**config.mk**
```make
export PLATFORM = sky130hd
export DESIGN_NAME = router_ctrl_flat
export DESIGN_NICKNAME = d
export VERILOG_FILES = /design/src/rtl/router_pkg.sv /design/src/rtl/router_if.sv /design/src/rtl/router_soft_reset_timer.sv /design/src/rtl/router_ctrl.sv /design/src/flat_wrapper.sv
export SDC_FILE = /design/constraint.sdc
export NUM_CORES = 1
export LEC_CHECK = 0
export ABC_AREA = 1
export CORE_ASPECT_RATIO = 1.25
export CORE_UTILIZATION = 45
export CTS_BUF_LIST = sky130_fd_sc_hd__clkbuf_2 sky130_fd_sc_hd__clkbuf_4 sky130_fd_sc_hd__clkbuf_8
export DETAILED_ROUTE_END_ITERATION = 6
export GPL_ROUTABILITY_DRIVEN = 0
export GPL_TIMING_DRIVEN = 0
export PLACE_DENSITY = 0.68
export SYNTH_ARGS = -nofsm -noshare
export SYNTH_HDL_FRONTEND = slang
export SYNTH_HIERARCHICAL = 1
export SYNTH_SLANG_ARGS = --single-unit
```
**constraint.sdc**
```tcl
create_clock -name clk -period 1.3 [get_ports clk]
set_input_delay 0.195 -clock clk [delete_from_list [all_inputs] [get_ports clk]]
set_output_delay 0.195 -clock clk [all_outputs]
set_load 0.02 [all_outputs]
```
**src/rtl/router_pkg.sv**
```systemverilog
// Shared types and constants for the 1x3 router control slice.
package router_pkg;

    localparam int         NUM_PORTS    = 3;
    localparam logic [1:0] ADDR_INVALID = 2'd3;

    typedef enum logic [2:0] {
        DECODE_ADDRESS     = 3'd0,
        LOAD_FIRST_DATA    = 3'd1,
        LOAD_DATA          = 3'd2,
        FIFO_FULL_STATE    = 3'd3,
        LOAD_AFTER_FULL    = 3'd4,
        LOAD_PARITY        = 3'd5,
        CHECK_PARITY_ERROR = 3'd6,
        WAIT_TILL_EMPTY    = 3'd7
    } router_state_t;

    // Address 3 has no FIFO behind it, so it maps to an all-zero enable.
    function automatic logic [NUM_PORTS-1:0] port_onehot(input logic [1:0] addr);
        logic [NUM_PORTS-1:0] sel;
        sel = '0;
        if (addr != ADDR_INVALID) begin
            sel[addr] = 1'b1;
        end
        return sel;
    endfunction

endpackage

```
**src/rtl/router_if.sv**
```systemverilog
// Signal bundle between the packet source / register block / FIFOs and the router control.
interface router_if;
    import router_pkg::*;

    logic                 pkt_valid;
    logic [1:0]           data_in;
    logic                 parity_done;
    logic                 low_pkt_valid;
    logic [NUM_PORTS-1:0] fifo_full_in;
    logic [NUM_PORTS-1:0] fifo_empty_in;
    logic [NUM_PORTS-1:0] read_enb;

    logic [NUM_PORTS-1:0] write_enb;
    logic                 fifo_full;
    logic [NUM_PORTS-1:0] vld_out;
    logic [NUM_PORTS-1:0] soft_reset;
    logic                 busy;
    logic                 detect_add;
    logic                 lfd_state;
    logic                 ld_state;
    logic                 laf_state;
    logic                 full_state;
    logic                 rst_int_reg;

    modport master (
        output pkt_valid, data_in, parity_done, low_pkt_valid,
               fifo_full_in, fifo_empty_in, read_enb,
        input  write_enb, fifo_full, vld_out, soft_reset, busy,
               detect_add, lfd_state, ld_state, laf_state, full_state, rst_int_reg
    );

    modport slave (
        input  pkt_valid, data_in, parity_done, low_pkt_valid,
               fifo_full_in, fifo_empty_in, read_enb,
        output write_enb, fifo_full, vld_out, soft_reset, busy,
               detect_add, lfd_state, ld_state, laf_state, full_state, rst_int_reg
    );

endinterface

```
**src/rtl/router_soft_reset_timer.sv**
```systemverilog
// Per-port idle-data watchdog: pulses soft_reset for one cycle after TIMEOUT
// consecutive cycles of valid data that nobody reads.
module router_soft_reset_timer #(
    parameter int TIMEOUT = 30,
    parameter int CNT_W   = 5
) (
    input  logic clk,
    input  logic reset,
    input  logic vld,
    input  logic read_enb,
    output logic soft_reset
);

    logic [CNT_W-1:0] cnt_reg;
    logic             soft_reset_reg;

    always_ff @(posedge clk or negedge reset) begin
        if (!reset) begin
            cnt_reg        <= '0;
            soft_reset_reg <= 1'b0;
        end else if (!vld || read_enb) begin
            cnt_reg        <= '0;
            soft_reset_reg <= 1'b0;
        end else if (cnt_reg == CNT_W'(TIMEOUT - 1)) begin
            cnt_reg        <= '0;
            soft_reset_reg <= 1'b1;
        end else begin
            cnt_reg        <= cnt_reg + CNT_W'(1);
            soft_reset_reg <= 1'b0;
        end
    end

    assign soft_reset = soft_reset_reg;

endmodule

```
**src/rtl/router_ctrl.sv**
```systemverilog
// 1x3 router control: packet-loading FSM, destination address latch,
// FIFO write steering and per-port idle timeout.
module router_ctrl
    import router_pkg::*;
#(
    parameter int TIMEOUT = 30,
    parameter int CNT_W   = 5
) (
    input  logic     clk,
    input  logic     reset,
    router_if.slave  bus
);

    router_state_t        state_reg;
    logic [1:0]           addr_reg;
    logic [NUM_PORTS-1:0] vld;
    logic [NUM_PORTS-1:0] soft_reset;
    logic                 addr_hit;
    logic                 fifo_full_sel;
    logic                 load_phase;

    assign addr_hit      = bus.pkt_valid && (bus.data_in != ADDR_INVALID);
    assign vld           = ~bus.fifo_empty_in;
    assign fifo_full_sel = bus.fifo_full_in[addr_reg];

    generate
        for (genvar gi = 0; gi < NUM_PORTS; gi++) begin : g_timer
            router_soft_reset_timer #(
                .TIMEOUT (TIMEOUT),
                .CNT_W   (CNT_W)
            ) u_timer (
                .clk        (clk),
                .reset      (reset),
                .vld        (vld[gi]),
                .read_enb   (bus.read_enb[gi]),
                .soft_reset (soft_reset[gi])
            );
        end
    endgenerate

    always_ff @(posedge clk or negedge reset) begin
        if (!reset) begin
            state_reg <= DECODE_ADDRESS;
            addr_reg  <= '0;
        end else begin
            if (state_reg == DECODE_ADDRESS && addr_hit) begin
                addr_reg <= bus.data_in;
            end
            // A timed-out destination aborts whatever packet is in flight.
            if (state_reg != DECODE_ADDRESS && soft_reset[addr_reg]) begin
                state_reg <= DECODE_ADDRESS;
            end else begin
                case (state_reg)
                    DECODE_ADDRESS: begin
                        if (addr_hit) begin
                            state_reg <= bus.fifo_empty_in[bus.data_in] ? LOAD_FIRST_DATA
                                                                        : WAIT_TILL_EMPTY;
                        end
                    end
                    LOAD_FIRST_DATA: state_reg <= LOAD_DATA;
                    LOAD_DATA: begin
                        if (fifo_full_sel)       state_reg <= FIFO_FULL_STATE;
                        else if (!bus.pkt_valid) state_reg <= LOAD_PARITY;
                    end
                    FIFO_FULL_STATE: begin
                        if (!fifo_full_sel) state_reg <= LOAD_AFTER_FULL;
                    end
                    LOAD_AFTER_FULL: begin
                        if (bus.parity_done)        state_reg <= DECODE_ADDRESS;
                        else if (bus.low_pkt_valid) state_reg <= LOAD_PARITY;
                        else                        state_reg <= LOAD_DATA;
                    end
                    LOAD_PARITY: state_reg <= CHECK_PARITY_ERROR;
                    CHECK_PARITY_ERROR: begin
                        state_reg <= fifo_full_sel ? FIFO_FULL_STATE : DECODE_ADDRESS;
                    end
                    WAIT_TILL_EMPTY: begin
                        if (bus.fifo_empty_in[addr_reg]) state_reg <= LOAD_FIRST_DATA;
                    end
                    default: state_reg <= DECODE_ADDRESS;
                endcase
            end
        end
    end

    assign load_phase = (state_reg == LOAD_FIRST_DATA) || (state_reg == LOAD_DATA) ||
                        (state_reg == LOAD_PARITY)     || (state_reg == LOAD_AFTER_FULL);

    assign bus.write_enb   = load_phase ? port_onehot(addr_reg) : '0;
    assign bus.fifo_full   = fifo_full_sel;
    assign bus.vld_out     = vld;
    assign bus.soft_reset  = soft_reset;
    assign bus.busy        = !((state_reg == DECODE_ADDRESS) || (state_reg == LOAD_DATA));
    assign bus.detect_add  = (state_reg == DECODE_ADDRESS);
    assign bus.lfd_state   = (state_reg == LOAD_FIRST_DATA);
    assign bus.ld_state    = (state_reg == LOAD_DATA);
    assign bus.laf_state   = (state_reg == LOAD_AFTER_FULL);
    assign bus.full_state  = (state_reg == FIFO_FULL_STATE);
    assign bus.rst_int_reg = (state_reg == CHECK_PARITY_ERROR);

endmodule

```
**src/flat_wrapper.sv**
```systemverilog
// flat-port wrapper written by rule: the top's interface ports become plain ports
module router_ctrl_flat import router_pkg::*;
#(
    parameter int TIMEOUT = 30,
    parameter int CNT_W   = 5
)
  (clk, reset, bus_pkt_valid, bus_data_in, bus_parity_done, bus_low_pkt_valid, bus_fifo_full_in, bus_fifo_empty_in, bus_read_enb, bus_write_enb, bus_fifo_full, bus_vld_out, bus_soft_reset, bus_busy, bus_detect_add, bus_lfd_state, bus_ld_state, bus_laf_state, bus_full_state, bus_rst_int_reg);
  router_if bus_i ();
  input  logic clk;
  input  logic reset;
  input wire logic [$bits(bus_i.pkt_valid)-1:0] bus_pkt_valid;
  input wire logic [$bits(bus_i.data_in)-1:0] bus_data_in;
  input wire logic [$bits(bus_i.parity_done)-1:0] bus_parity_done;
  input wire logic [$bits(bus_i.low_pkt_valid)-1:0] bus_low_pkt_valid;
  input wire logic [$bits(bus_i.fifo_full_in)-1:0] bus_fifo_full_in;
  input wire logic [$bits(bus_i.fifo_empty_in)-1:0] bus_fifo_empty_in;
  input wire logic [$bits(bus_i.read_enb)-1:0] bus_read_enb;
  output wire logic [$bits(bus_i.write_enb)-1:0] bus_write_enb;
  output wire logic [$bits(bus_i.fifo_full)-1:0] bus_fifo_full;
  output wire logic [$bits(bus_i.vld_out)-1:0] bus_vld_out;
  output wire logic [$bits(bus_i.soft_reset)-1:0] bus_soft_reset;
  output wire logic [$bits(bus_i.busy)-1:0] bus_busy;
  output wire logic [$bits(bus_i.detect_add)-1:0] bus_detect_add;
  output wire logic [$bits(bus_i.lfd_state)-1:0] bus_lfd_state;
  output wire logic [$bits(bus_i.ld_state)-1:0] bus_ld_state;
  output wire logic [$bits(bus_i.laf_state)-1:0] bus_laf_state;
  output wire logic [$bits(bus_i.full_state)-1:0] bus_full_state;
  output wire logic [$bits(bus_i.rst_int_reg)-1:0] bus_rst_int_reg;
  assign bus_i.pkt_valid = bus_pkt_valid;
  assign bus_i.data_in = bus_data_in;
  assign bus_i.parity_done = bus_parity_done;
  assign bus_i.low_pkt_valid = bus_low_pkt_valid;
  assign bus_i.fifo_full_in = bus_fifo_full_in;
  assign bus_i.fifo_empty_in = bus_fifo_empty_in;
  assign bus_i.read_enb = bus_read_enb;
  assign bus_write_enb = bus_i.write_enb;
  assign bus_fifo_full = bus_i.fifo_full;
  assign bus_vld_out = bus_i.vld_out;
  assign bus_soft_reset = bus_i.soft_reset;
  assign bus_busy = bus_i.busy;
  assign bus_detect_add = bus_i.detect_add;
  assign bus_lfd_state = bus_i.lfd_state;
  assign bus_ld_state = bus_i.ld_state;
  assign bus_laf_state = bus_i.laf_state;
  assign bus_full_state = bus_i.full_state;
  assign bus_rst_int_reg = bus_i.rst_int_reg;
  router_ctrl #(.TIMEOUT(TIMEOUT), .CNT_W(CNT_W)) u_core (.clk(clk), .reset(reset), .bus(bus_i));
endmodule
```
==> Yosys cells after proc, flatten, opt, wreduce, memory -nomap -nowiden <==
Index checks and enable logic that the tools add are counted.
{ "classes": {"n_addsub": 3, "magnitude_cmp": 3, "n_eq_ne": 16, "muxes": 35, "bitwise": 1, "n_reduce_logical": 18} }
{ "ops": {"columns": ["operator", "count"], "rows": [
  ["two-way mux 3 bit", 11],
  ["two-way mux 5 bit", 6],
  ["one-hot mux 3 bit (8 select lines)", 1],
  ["adder 5 x 1 -> 5 bit (second input constant)", 3],
  ["equality test 5 bit (second input constant)", 3],
  ["equality test 3 bit (second input constant)", 4],
  ["two-way mux 1 bit", 11],
  ["binary-select mux 1 bit (select 2 bit)", 4],
  ["logical OR 1 bit", 7],
  ["equality test 3 x 2 -> 1 bit (second input constant)", 2],
  ["less-than comparator 2 x 3 -> 1 bit (second input constant)", 2],
  ["inequality test 3 x 1 -> 1 bit (second input constant)", 2],
  ["logical AND 1 bit", 4],
  ["logical NOT 1 bit", 4],
  ["inequality test 2 bit (second input constant)", 2],
  ["inequality test 4 x 2 -> 1 bit (second input constant)", 1],
  ["AND reduction 4 bit", 1],
  ["equality test 3 x 1 -> 1 bit (second input constant)", 1],
  ["logical NOT 3 bit", 1],
  ["inequality test 3 bit (second input constant)", 1],
  ["inverter 3 bit", 1],
  ["nonzero test 3 bit", 1],
  ["demux 1 bit (select 2 bit)", 1],
  [">= comparator 2 x 1 -> 1 bit (second input constant)", 1],
  ["two-way mux 2 bit", 1]
]} }
{ "word_totals": {"regBits": 23, "inputBits": 16, "out_inout_bits": 17, "wordCells": 84} }

==> Logic depth before layout (Yosys ltp) <==
{ "logic_depth": {"depth_word": 6, "ltp_mapped": 10, "ltp_nobuf": 9} }

==> Modules after synthesis <==
Netlist, hierarchy kept.
{ "by_module_without_submodules": {"columns": ["mod", "n_inst", "cells_each", "area_each_um2", "seq_area_each_um2"], "rows": [
  ["router_soft_reset_timer", 3, 33, 324.1, 150.1],
  ["router_ctrl", 1, 104, 589.3, 125.1]
]} }

==> Worst setup path after synthesis <==
OpenSTA, ideal clock, no wires.
{ "synth_path": {"path_kind": "register -> output", "startpoint": "register u_core.state_reg[0]", "endpoint": "output bus_write_enb[0]", "arrival_time_ns": 1.401, "required_time_ns": 1.105, "setup_slack_ns": -0.296, "stages_incl_launch_ff": 6, "path_buffers": 0, "path_cell_list": "dfrtp_1 inv_1 nand2_1 nor2_2 nor2_1 nor3_1"} }
{ "synth_via": {"elab_chain_len": 5, "elab_cells_between_ends": 8, "cone_classes": "eq/ne: 4; mux: 1; reduce/logical: 3"} }
{ "synth_rtl": {"columns": ["element", "line", "source"], "rows": [
  ["start, declared", "router_ctrl.sv:14", "router_state_t state_reg;"],
  ["start signal, assigned", "router_ctrl.sv:56", "state_reg <= bus.fifo_empty_in[bus.data_in] ? LOAD_FIRST_DATA"],
  ["start signal, assigned", "router_ctrl.sv:75", "state_reg <= fifo_full_sel ? FIFO_FULL_STATE : DECODE_ADDRESS;"],
  ["equality test 3 x 2 -> 1 bit", null, null],
  ["net bus_ld_state", "flat_wrapper.sv:25", "output wire logic [$bits(bus_i.ld_state)-1:0] bus_ld_state;"],
  ["logical OR 1 bit (2 in a row)", "router_ctrl.sv:86", "assign load_phase = (state_reg == LOAD_FIRST_DATA) || (state_reg == LOAD_DATA) ||"],
  ["logical OR 1 bit", "router_ctrl.sv:87", "(state_reg == LOAD_PARITY) || (state_reg == LOAD_AFTER_FULL);"],
  ["two-way mux 3 bit", "router_ctrl.sv:89", "assign bus.write_enb = load_phase ? port_onehot(addr_reg) : '0;"],
  ["end, declared", "flat_wrapper.sv:18", "output wire logic [$bits(bus_i.write_enb)-1:0] bus_write_enb;"]
]} }
The timed path passes the listed nets, and every way through them passes these cells.

==> Worst setup path in the final report <==
{ "layout_path": {"startpoint": "register u_core.state_reg[2]", "endpoint": "output bus_write_enb[1]"} }
{ "layout_via": {"elab_chain_len": 5, "elab_cells_between_ends": 8, "cone_classes": "eq/ne: 4; mux: 1; reduce/logical: 3"} }
{ "layout_rtl": {"columns": ["element", "line"], "rows": [
  ["equality test 3 x 1 -> 1 bit / equality test 3 x 2 -> 1 bit (equally long branches)", "router_ctrl.sv:86"],
  ["logical OR 1 bit (2 in a row)", "router_ctrl.sv:86"],
  ["logical OR 1 bit (*)", "router_ctrl.sv:87"],
  ["two-way mux 3 bit (*)", "router_ctrl.sv:89"]
]} }
Mark *: on every way between the ends. The rest lies on a longest branch, timed or not.

==> flow_summary.toml <==
[synth]
synth_area_mm2 = 0.00156
synth_cell_type_count = 22
postSynthCellCount = 203
synth_nets = 225
ys_seq_area_frac = 0.369
syn_area_per_cell_um2 = 7.69
synth_fa_ha_area_frac = 0.0481
ys_ff_latch = 23
synth_compound_area_frac = 0.0377
synth-xor-area-share = 0.0168
synth.area.mux_share = 0
yosys.area_share.simple = 0.430
synth_warnings = 6
synth_top_family_by_area = "simple AND/OR/NAND/NOR gates"

[die]
row_count = 23
initial_core_util = 0.480
die-area_mm2 = 0.00371
ios = 33
die_h_um = 67.9
core_mm2 = 0.00325
die_x_um = 54.7

[worst_setup_path]
cp_data_arrival_time_ns = 1.35
crit_type = "reg -> out"
reg2reg_depth = 9
crit_chain = "buf_12, nor2_4, nor2_4, nor3_4, buf_6"
cp.required_ns = 1.11
critPathCaptureType = "output port"
crit_path_max_incr_delay_ns = 0.45
crit_path_max_fanout = 5
start_kind = "register"
rr_startpoint = "u_core/state_reg[2]"
rr_endpoint = "u_core/state_reg[1]"
rrSetupSlack_ns = -0.17
path_common_cell = "nor2_4"
slowest_stage = "dfrtp_2"
crit_start = "u_core/state_reg[2]"

[cts]
cts.sinks = 23
cts.clk_slew.worst_paths_ns = 0.08
clock_latency_ns = 0.26
cts.path.max_buffers = 2
cts_buffers = 3
hold_buffers = 0
cts_tree = "built"
htree_levels = 1
cts_root_buf = "clkbuf_8"

[sta]
period_share = 1.19
setup_violations = 14
period_minus_slack_ns = 1.54
hold_violations = 0
layout_setup_ws_ns = -0.245
tightest_slew_ns = 0.989
grt_setup_unrepaired = "true"
finalClockSkew_ns = 0.00479
hold_slack_ns = 0.0844
maxSlewViolCount = 0
max_freq_mhz = 647
slew_headroom = 0.340

[power_and_ir_drop]
p_sw_frac = 0.449
ir_worst_vdd_mv = 1.53
p_comb_frac = 0.627
p_switching_w = 0.00166
cellPowerDensity_mw_per_mm2 = 1700
pwr-share-clk = 0.119
seqPwrFrac = 0.254
power.internal_w = 0.00204
p_leak_nw = 1.11

[detailed_routing]
drc = 0
finalWirelength_um = 3440
wire_per_inst_um = 12.1
via_count = 1479
drtIter0Drc = 34
drtAntennaViolNets = 0
dr.pass1.iters = 4
viasPerCell = 5.19

[run_status]
failed_checks = "setup timing"
outcome = "finished with violations"

[global_route]
grt_max_degree = 24
grt.total_usage = 0.201
grt_antenna_before_repair = 0
grt_pass1_vias = 1416
grt_overflow = 0
grt_pass1_wl_um = 5520

[cells_and_area]
drive_gt1_frac = 0.391
finish.net_count = 271
final.fill_count = 277
final_util = 0.668
layout.cells.most_common = "nand2_1"
diodes = 0
largest_reg_flops = 15
final_cell_mix = "37 x nand2_1, 20 x dfrtp_1, 19 x nand3_1, 19 x nor2_2, 19 x inv_1"
layout-area-overhead-vs-synth_pct = 39.1

[job]
cap_violations = 0

[place]
io_buffers = 32
hpwl_um = 2630

[worst_hold_path]
hold_path.class = "in -> async"
-- metrics by stage --
step                      setup slack [ns]  cells  total power (W)  instance area [µm²]  setup TNS, ns
final                               -0.245    285          0.00369                 2170          -2.06
after global routing                -0.292    285          0.00392                 2170          -2.74
after CTS                           -0.258    283          0.00357                 2120          -2.13
after detailed placement            -0.548    272          0.00279                 1980          -8.96
after global placement              -0.537    272          0.00275                 1980          -8.93
after floorplan                    -0.0147    203          0.00220                 1620        -0.0147
-- critical path, delay by kind of cell, from the launching register on --
kind                   cells  cell delay, ns
buffers and inverters      2            0.28
flip-flops                 1            0.45
AND/OR/NAND/NOR            3            0.35
-- area by class of cell --
cell class	instances	area (µm²)	share of cell area
multi-input cells	143	923	0.425
flip-flops and latches	23	579	0.267
repair buffers	41	413	0.190
inverters	35	141	0.0651
well taps	37	46.3	0.0213
clock buffers	3	41.3	0.0190
plain buffers	2	22.5	0.0104
clock inverters	1	5.00	0.00230
-- power groups by stage --
stage | Clock [W] | Combinational (W) | Sequential [W]
after global routing | 0.000473 | 0.00250 | 0.000947
after global placement | 0 | 0.00182 | 0.000930
after CTS | 0.000453 | 0.00220 | 0.000920
after detailed placement | 0 | 0.00186 | 0.000931
final | 0.000440 | 0.00232 | 0.000937
after floorplan | 0 | 0.00129 | 0.000911
-- repair_timing --
item,CTS,global route
cloned,0,1
pin swaps,5,9
resized for setup,79,18
setup buffers,7,2
endpoints found under the setup margin,20,41
-- logic make-up after synthesis --
family                     count (synthesis)
xor gates and xnor gates                   3
buffers and inverters                     37
AOI/OAI and AO/OA                          9
adders and majority gates                  6
DFF                                       23
and+or+nand+nor                          125
-- worst max-delay path by stage --
stage,end,slack (ns),cells past startpoint
floorplan,bus_write_enb[2],-0.01,5
global placement,bus_write_enb[2],-0.54,5
detailed placement,bus_write_enb[2],-0.55,5
CTS,bus_write_enb[1],-0.26,6
global route,bus_write_enb[1],-0.29,5
finish,bus_write_enb[1],-0.24,5
-- cells in the mapped netlist (all sizes together) --
master,number,share of area
nand3b,1,0.0048
o21ai,2,0.0064
a21boi,1,0.0048
nand3,25,0.096
inv,35,0.084
dfrtp,23,0.37
nor3,8,0.035
nand2,51,0.16
ha,6,0.048
xnor2,3,0.017
nor2,36,0.12
nand4,4,0.016
buf,2,0.014
a21oi,6,0.026
-- layer usage --
metal | vias to the layer above | GRT usage | routed length (µm)
met3 | 6 | 0.0289 | 146
met5 | - | 0 | 0
met2 | 32 | 0.395 | 1890
met4 | 0 | 0.0641 | 54
met1 | 718 | 0.207 | 1350
li1 | 723 | - | -
Note: power is estimated with default switching activity, not from simulation.
